**config.mk**
```make
export PLATFORM = sky130hd
export DESIGN_NAME = mem_arbiter
export DESIGN_NICKNAME = d
export VERILOG_FILES = /design/src/rtl/mem_arbiter.sv
export SDC_FILE = /design/constraint.sdc
export NUM_CORES = 1
export LEC_CHECK = 0
export CAP_MARGIN = 20
export CORE_UTILIZATION = 44
export CTS_CLUSTER_SIZE = 14
export DETAILED_ROUTE_END_ITERATION = 7
export PLACE_DENSITY = 0.95
export RECOVER_POWER = 100
export SYNTH_ARGS = -nofsm -noshare
export SYNTH_HDL_FRONTEND = slang
export SYNTH_SLANG_ARGS = --single-unit
export TNS_END_PERCENT = 20
```
**constraint.sdc**
```tcl
create_clock -name clk_i -period 3.1 [get_ports clk_i]
set_input_delay 0.93 -clock clk_i [delete_from_list [all_inputs] [get_ports clk_i]]
set_output_delay 0.93 -clock clk_i [all_outputs]
set_load 0.05 [all_outputs]
```
**src/rtl/mem_arbiter.sv**
```systemverilog
// mem_arbiter: shares one single-port RAM between the CPU memory interface and a
// debug/loader port. Every access runs a fixed IDLE -> ACCESS -> RESP sequence;
// the CPU is stalled through cpu_wait_o until its RESP cycle.
//
// Ports:
//   clk_i, rst_ni                 clock, asynchronous active-low reset
//   cpu_cmd_i/addr_i/wdata_i      CPU command (01 read, 10 write), address, write data
//   cpu_rdata_o, cpu_wait_o       CPU read data, CPU stall
//   bus_err_o                     one-cycle pulse for an out-of-range CPU access
//   dbg_req_i/we_i/addr_i/wdata_i debug request (level), direction, address, write data
//   dbg_ack_o, dbg_rdata_o        debug completion pulse, registered debug read data
//   ram_addr_o/we_o/din_o         registered RAM controls
//   ram_dout_i                    RAM read data, valid one cycle after the address edge
//
// Build option: define ARB_RR_EN for round-robin arbitration; otherwise the CPU
// has fixed priority over the debug port.
module mem_arbiter #(
  parameter int unsigned AW  = 9,
  parameter int unsigned DW  = 16,
  parameter int unsigned RAW = 8
) (
  input  logic           clk_i,
  input  logic           rst_ni,
  input  logic [1:0]     cpu_cmd_i,
  input  logic [AW-1:0]  cpu_addr_i,
  input  logic [DW-1:0]  cpu_wdata_i,
  output logic [DW-1:0]  cpu_rdata_o,
  output logic           cpu_wait_o,
  output logic           bus_err_o,
  input  logic           dbg_req_i,
  input  logic           dbg_we_i,
  input  logic [RAW-1:0] dbg_addr_i,
  input  logic [DW-1:0]  dbg_wdata_i,
  output logic           dbg_ack_o,
  output logic [DW-1:0]  dbg_rdata_o,
  output logic [RAW-1:0] ram_addr_o,
  output logic           ram_we_o,
  output logic [DW-1:0]  ram_din_o,
  input  logic [DW-1:0]  ram_dout_i
);

  typedef enum logic [1:0] {StIdle, StAccess, StResp} state_e;

  localparam logic OwnCpu = 1'b0;
  localparam logic OwnDbg = 1'b1;

  state_e         state_q, state_d;
  logic           owner_q, owner_d;
  logic           bad_q, bad_d;        // in-flight CPU access is out of range
  logic           acc_we_q, acc_we_d;  // in-flight access is a write
  logic [RAW-1:0] ram_addr_q, ram_addr_d;
  logic           ram_we_q, ram_we_d;
  logic [DW-1:0]  ram_din_q, ram_din_d;
  logic [DW-1:0]  cpu_hold_q, cpu_hold_d;
  logic [DW-1:0]  dbg_rdata_q, dbg_rdata_d;

  logic          cpu_valid, cpu_oor, cpu_resp, grant_dbg;
  logic [DW-1:0] cpu_resp_data;

  assign cpu_valid     = (cpu_cmd_i == 2'b01) || (cpu_cmd_i == 2'b10);
  assign cpu_oor       = |cpu_addr_i[AW-1:RAW];
  assign cpu_resp      = (state_q == StResp) && (owner_q == OwnCpu);
  assign cpu_resp_data = bad_q ? '0 : ram_dout_i;

`ifdef ARB_RR_EN
  logic last_gnt_q, last_gnt_d;

  // On a tie the port opposite the last grant wins.
  assign grant_dbg  = dbg_req_i && (!cpu_valid || (last_gnt_q == OwnCpu));
  assign last_gnt_d = ((state_q == StIdle) && (cpu_valid || dbg_req_i)) ?
                      grant_dbg : last_gnt_q;

  always_ff @(posedge clk_i or negedge rst_ni) begin
    if (!rst_ni) begin
      last_gnt_q <= OwnDbg;
    end else begin
      last_gnt_q <= last_gnt_d;
    end
  end
`else
  assign grant_dbg = dbg_req_i && !cpu_valid;
`endif

  always_comb begin
    state_d     = state_q;
    owner_d     = owner_q;
    bad_d       = bad_q;
    acc_we_d    = acc_we_q;
    ram_addr_d  = ram_addr_q;
    ram_we_d    = 1'b0;
    ram_din_d   = ram_din_q;
    cpu_hold_d  = cpu_hold_q;
    dbg_rdata_d = dbg_rdata_q;
    unique case (state_q)
      StIdle: begin
        if (cpu_valid || dbg_req_i) begin
          state_d = StAccess;
          if (grant_dbg) begin
            owner_d    = OwnDbg;
            bad_d      = 1'b0;
            acc_we_d   = dbg_we_i;
            ram_addr_d = dbg_addr_i;
            ram_din_d  = dbg_wdata_i;
            ram_we_d   = dbg_we_i;
          end else begin
            owner_d    = OwnCpu;
            bad_d      = cpu_oor;
            acc_we_d   = (cpu_cmd_i == 2'b10);
            ram_addr_d = cpu_addr_i[RAW-1:0];
            ram_din_d  = cpu_wdata_i;
            // An out-of-range write must never reach the RAM.
            ram_we_d   = (cpu_cmd_i == 2'b10) && !cpu_oor;
          end
        end
      end
      StAccess: begin
        state_d = StResp;
      end
      StResp: begin
        state_d = StIdle;
        if (owner_q == OwnCpu) begin
          cpu_hold_d = cpu_resp_data;
        end else if (!acc_we_q) begin
          dbg_rdata_d = ram_dout_i;
        end
      end
      default: begin
        state_d = StIdle;
      end
    endcase
  end

  always_ff @(posedge clk_i or negedge rst_ni) begin
    if (!rst_ni) begin
      state_q     <= StIdle;
      owner_q     <= OwnCpu;
      bad_q       <= 1'b0;
      acc_we_q    <= 1'b0;
      ram_addr_q  <= '0;
      ram_we_q    <= 1'b0;
      ram_din_q   <= '0;
      cpu_hold_q  <= '0;
      dbg_rdata_q <= '0;
    end else begin
      state_q     <= state_d;
      owner_q     <= owner_d;
      bad_q       <= bad_d;
      acc_we_q    <= acc_we_d;
      ram_addr_q  <= ram_addr_d;
      ram_we_q    <= ram_we_d;
      ram_din_q   <= ram_din_d;
      cpu_hold_q  <= cpu_hold_d;
      dbg_rdata_q <= dbg_rdata_d;
    end
  end

  // cpu_wait_o stays combinational so it is valid even while reset is held.
  assign cpu_wait_o  = cpu_valid && !cpu_resp;
  assign cpu_rdata_o = cpu_resp ? cpu_resp_data : cpu_hold_q;
  assign bus_err_o   = cpu_resp && bad_q;
  assign dbg_ack_o   = (state_q == StResp) && (owner_q == OwnDbg);
  assign dbg_rdata_o = dbg_rdata_q;
  assign ram_addr_o  = ram_addr_q;
  assign ram_we_o    = ram_we_q;
  assign ram_din_o   = ram_din_q;

endmodule
```
# Yosys cells after proc, flatten, opt, wreduce, memory -nomap -nowiden

Cells that the tools add are included.

Output and inout port bits: 60
Register bits after elaboration: 62

Mux-type cells: 12
Bitwise logic cells: 2
Reduce and logical (&&, ||, !) cells: 15
Equality and inequality tests: 5

Operators by type and width:

| cell                 | number |
|---|---|
| $mux W16             | 3 |
| $mux W8              | 1 |
| $logic_and A1 B1 Y1  | 6 |
| $mux W1              | 6 |
| $eq A2 B1 Y1 const B | 2 |
| $eq A2 B2 Y1 const B | 2 |
| $pmux W2 S2          | 1 |
| $reduce_and A2 Y1    | 2 |
| $logic_not A1 Y1     | 3 |
| $reduce_and A3 Y1    | 1 |
| $logic_not A2 Y1     | 1 |
| $logic_or A1 B1 Y1   | 2 |
| $mux W2              | 1 |
| $ne A2 B2 Y1 const B | 1 |
| $not A1 Y1           | 2 |

# Longest topological paths before layout

Depth in word-level cells: 7
Mapped depth: 6
Depth with buffers taken out: 5

# Least setup slack after synthesis

OpenSTA, ideal clock, no wires.

Path type: register -> output
From: register state_q[0]
To: output port cpu_rdata_o[12]
Path slack: -0.112 ns
Path buffers: 2
Data arrival time: 2.282 ns
Stages on the path, launching flop included: 5
Cell sequence: dfrtp_1 > or3b_2 > clkbuf_1 > buf_2 > o21ai_0

Cells in the longest elaborated chain, start to end: 3

Ends and longest elaborated chain:

| what                   | RTL line | text |
|---|---|---|
| from (decl)            | 47       | `state_e state_q, state_d;` |
| from (signal assigned) | 135      | `state_q <= StIdle;` |
| from (signal assigned) | 145      | `state_q <= state_d;` |
| $eq A2 B2 Y1           | 62       | `assign cpu_resp = (state_q == StResp) && (owner_q == OwnCpu);` |
| $logic_and A1 B1 Y1    | 62       |  |
| $mux W16               | 159      | `assign cpu_rdata_o = cpu_resp ? cpu_resp_data : cpu_hold_q;` |
| to (decl)              | 27       | `output logic [DW-1:0] cpu_rdata_o,` |

No other way between the ends.

# Worst setup path in the final report

From: input port cpu_cmd_i[0]
To: output port cpu_wait_o

Cells in the longest elaborated chain, start to end: 3

Ends and longest elaborated chain:

| what                                         | RTL line | text |
|---|---|---|
| from (decl)                                  | 24       | `input logic [1:0] cpu_cmd_i,` |
| $eq A2 B1 Y1 or $eq A2 B2 Y1 (tied branches) | 60       | `assign cpu_valid = (cpu_cmd_i == 2'b01) \|\| (cpu_cmd_i == 2'b10);` |
| $logic_or A1 B1 Y1 *                         | 60       |  |
| $logic_and A1 B1 Y1 *                        | 158      | `assign cpu_wait_o = cpu_valid && !cpu_resp;` |
| to (decl)                                    | 28       | `output logic cpu_wait_o,` |

Mark *: on every way between the ends. The rest lies on a longest branch, timed or not.

==> impl_metrics.tcl <==
set metrics [dict create \
    antenna_found_initial 0 \
    period_needed_ns 3.13 \
    slowest_delay_ns 0.46 \
    place_area_um2 4310 \
    ys_seq_elements 62 \
    dp_slack_ns -0.0681 \
    port_buffers 130 \
    grt_pass1_vias 2283 \
    wire_per_inst_um 15.3 \
    synth_cells 208 \
    worstPathMaxFanout 4 \
    endpoint_kind "primary output" \
    seq_area_frac_synth_pct 57.5 \
    die_w_um 80.3 \
    dr.pass1.iters 4 \
    fmax_mhz 319 \
    numCtsBuffers 9 \
    syn_to_final_growth_pct 63.0 \
    grt_usage_pct 22.4 \
    htree_num_levels 3 \
    cts-hold-fix-buffers 0 \
    dp_cells 415 \
    crit_arrival_ns 2.20 \
    vias_per_cell 5.02 \
    setup_ws_ns -0.0348 \
    synth_cell_types 24 \
    max_cap_viol_count 1 \
    clkTransAtPathRegs_ns 0.06 \
    path_cells "clkdlybuf4s50_1 -> inv_1 -> ha_1 -> inv_1 -> and2_1 -> buf_12" \
    grt_first_pass_wirelength_um 10700 \
    insertion_delay_ns 0.32 \
    fin_util_pct 74.3 \
    fin_crit_sh_pct 101 \
    die_h_um 80.3 \
    routed_wl_um 6580 \
    grt_start_max_net_pins 63 \
    ys_warn_count 0 \
    critPathKind "input port to primary output" \
    required_ns 2.17 \
    cts_buffer_depth 2 \
    vias 2153 \
    rsz0062_at_grt "yes" \
    violations "max-capacitance violations, negative setup slack" \
    io_pins 131 \
    gp_congestion 0.684 \
    layout.cells.non_filler 429 \
    hold_viol_final 0 \
    nets 423 \
    drive_gt1_share_pct 28.8 \
    final_area_um2 4400 \
    min_from "state_q[1]" \
    drtIter0Drc 43 \
    num_antenna_cells 0 \
    grt-ovfl-total 0 \
    row_count 28 \
    holdWs_ns 0.483 \
    maxSlewViolCount 0 \
    cp_slowest_cell "clkdlybuf4s50_1" \
    cts_root_buf "clkbuf_8" \
    ant_nets 0 \
    finalSetupViolations 3 \
    fp.coreArea_um2 5920 \
    total_power_mw 5.40 \
    nFillCells 414 \
    cts_sinks 62 \
    timing.setup.tns_ns -0.0505 \
    powerDensity_nw_per_um2 1230 \
    syn_area_um2 2700 \
    timing.rr.start "state_q[0]" \
    relSlewSlack_pct 0.884 \
    start_util_pct 45.6 \
    worst_pin_slew_ns 1.49 \
    synth_nets 280 \
    start_kind "input port" \
    hpwl_um 4970 \
    peakVddDrop_v 0.000764 \
    route.detailed.drc 0 \
    synth.avg_cell_area_um2 13.0 \
    startpoint "cpu_cmd_i[0]" \
    cts_tree "built" \
    p_leak_nw 1.93 \
    clock_skew_ns 0.00481 \
    worst_hold_path_type "register to register" \
    cpMostUsedCell "inv_1" \
    dieArea_um2 6450 \
    status "complete, but fails checks" \
]
## path summary, 6_finish.rpt
path	slack, ns	depth (start not counted)	to
setup / recovery	-0.03	6	cpu_wait_o
hold / removal	0.48	1	state_q[1]
setup reg to reg	1.07	4	dbg_rdata_o[0]
hold reg to reg	0.48	1	state_q[1]
max in group asynchronous	1.16	2	dbg_rdata_o[0]
min in group asynchronous	1.06	2	dbg_rdata_o[9]
## area by class of cell
| type | count | area, um2 | area share [%] |
|---|---|---|---|
| clock inverter | 1 | 5.00 | 0.114 |
| multi-input combinational | 131 | 1050 | 23.8 |
| tap | 75 | 93.8 | 2.13 |
| sequential | 62 | 1550 | 35.3 |
| clock buffer | 13 | 169 | 3.84 |
| timing repair buffer | 143 | 1510 | 34.4 |
| inverter | 4 | 15.0 | 0.341 |
## layout by cell type, fill, tap and decap left out
| cell | n |
|---|---|
| clkinv_1 | 1 |
| a21bo_2 | 1 |
| clkbuf_1 | 11 |
| nand3_1 | 1 |
| or3b_2 | 1 |
| clkinv_2 | 1 |
| dfrtp_1 | 62 |
| nand2_1 | 34 |
| mux2i_1 | 1 |
| a21oi_1 | 3 |
| clkbuf_2 | 4 |
| buf_12 | 17 |
| o21ai_0 | 15 |
| and2_1 | 1 |
| nor2b_1 | 2 |
| buf_2 | 1 |
| clkdlybuf4s50_1 | 69 |
| and3b_1 | 1 |
| ha_1 | 1 |
| o21ai_1 | 2 |
| inv_1 | 3 |
| nand3b_1 | 1 |
| clkbuf_8 | 12 |
| dlygate4sd3_1 | 42 |
| nor2_1 | 2 |
| mux2_2 | 65 |
## layer usage
| metal | part of all wire, % | GRT usage [%] |
|---|---|---|
| met1 | 39 | 25.6 |
| met2 | 51 | 38.3 |
| met3 | 6.6 | 5.80 |
| met4 | 2.8 | 11.8 |
| met5 | 0 | 0 |
## Yosys cell counts
master / number / area [um2]
buf_4: 2 / 15.0
mux2_2: 65 / 732
nor2b_1: 2 / 12.5
inv_1: 3 / 11.3
and3b_1: 1 / 8.76
clkinv_1: 1 / 3.75
clkbuf_1: 2 / 7.51
nand3b_1: 1 / 7.51
o21ai_0: 16 / 80.1
a21oi_1: 3 / 15.0
nand2_1: 33 / 124
clkbuf_2: 1 / 5.00
nand2_2: 1 / 6.26
and2_1: 1 / 6.26
nor2_1: 2 / 7.51
ha_1: 1 / 12.5
or3b_2: 1 / 8.76
o21ai_2: 1 / 8.76
buf_6: 3 / 33.8
nand3_1: 1 / 5.00
buf_2: 3 / 15.0
a21bo_2: 1 / 10.0
dfrtp_1: 62 / 1550
mux2i_1: 1 / 10.0
## state kept, by name (all words and copies together) (netlist names)
register     cells
acc_we_q         1
owner_q          1
bad_q            1
dbg_rdata_o     16
state_q          2
ram_addr_o       8
ram_din_o       16
ram_we_o         1
cpu_hold_q      16
## kinds of logic after synthesis
| kind of cell | count (synthesis) | share of synthesized area, % |
|---|---|---|
| and+or+nand+nor | 43 | 6.91 |
| muxes | 66 | 27.5 |
| adders and majority gates | 1 | 0.464 |
| DFF | 62 | 57.5 |
| AOI/OAI and AO/OA | 21 | 4.22 |
| buffers and inverters | 15 | 3.39 |
## worst max-delay path, delay by kind of cell
kind | cells | cell delay (ns)
and+or+nand+nor | 1 | 0.18
buffers and inverters | 4 | 0.76
adders and majority gates | 1 | 0.33
## where the power goes
group | switching, mW | total, mW | internal (mW)
clock | 0.275 | 0.621 | 0.346
combinational | 2.10 | 3.40 | 1.30
sequential | 0.169 | 1.37 | 1.21
## timing repair
| action | CTS | global route |
|---|---|---|
| pin swaps | 0 | 0 |
| resized for setup | 4 | 0 |
| buffers inserted | 0 | 0 |
| endpoints found under the setup margin | 6 | 7 |
| cloned | 0 | 0 |
(Power assumes the default switching activity.)
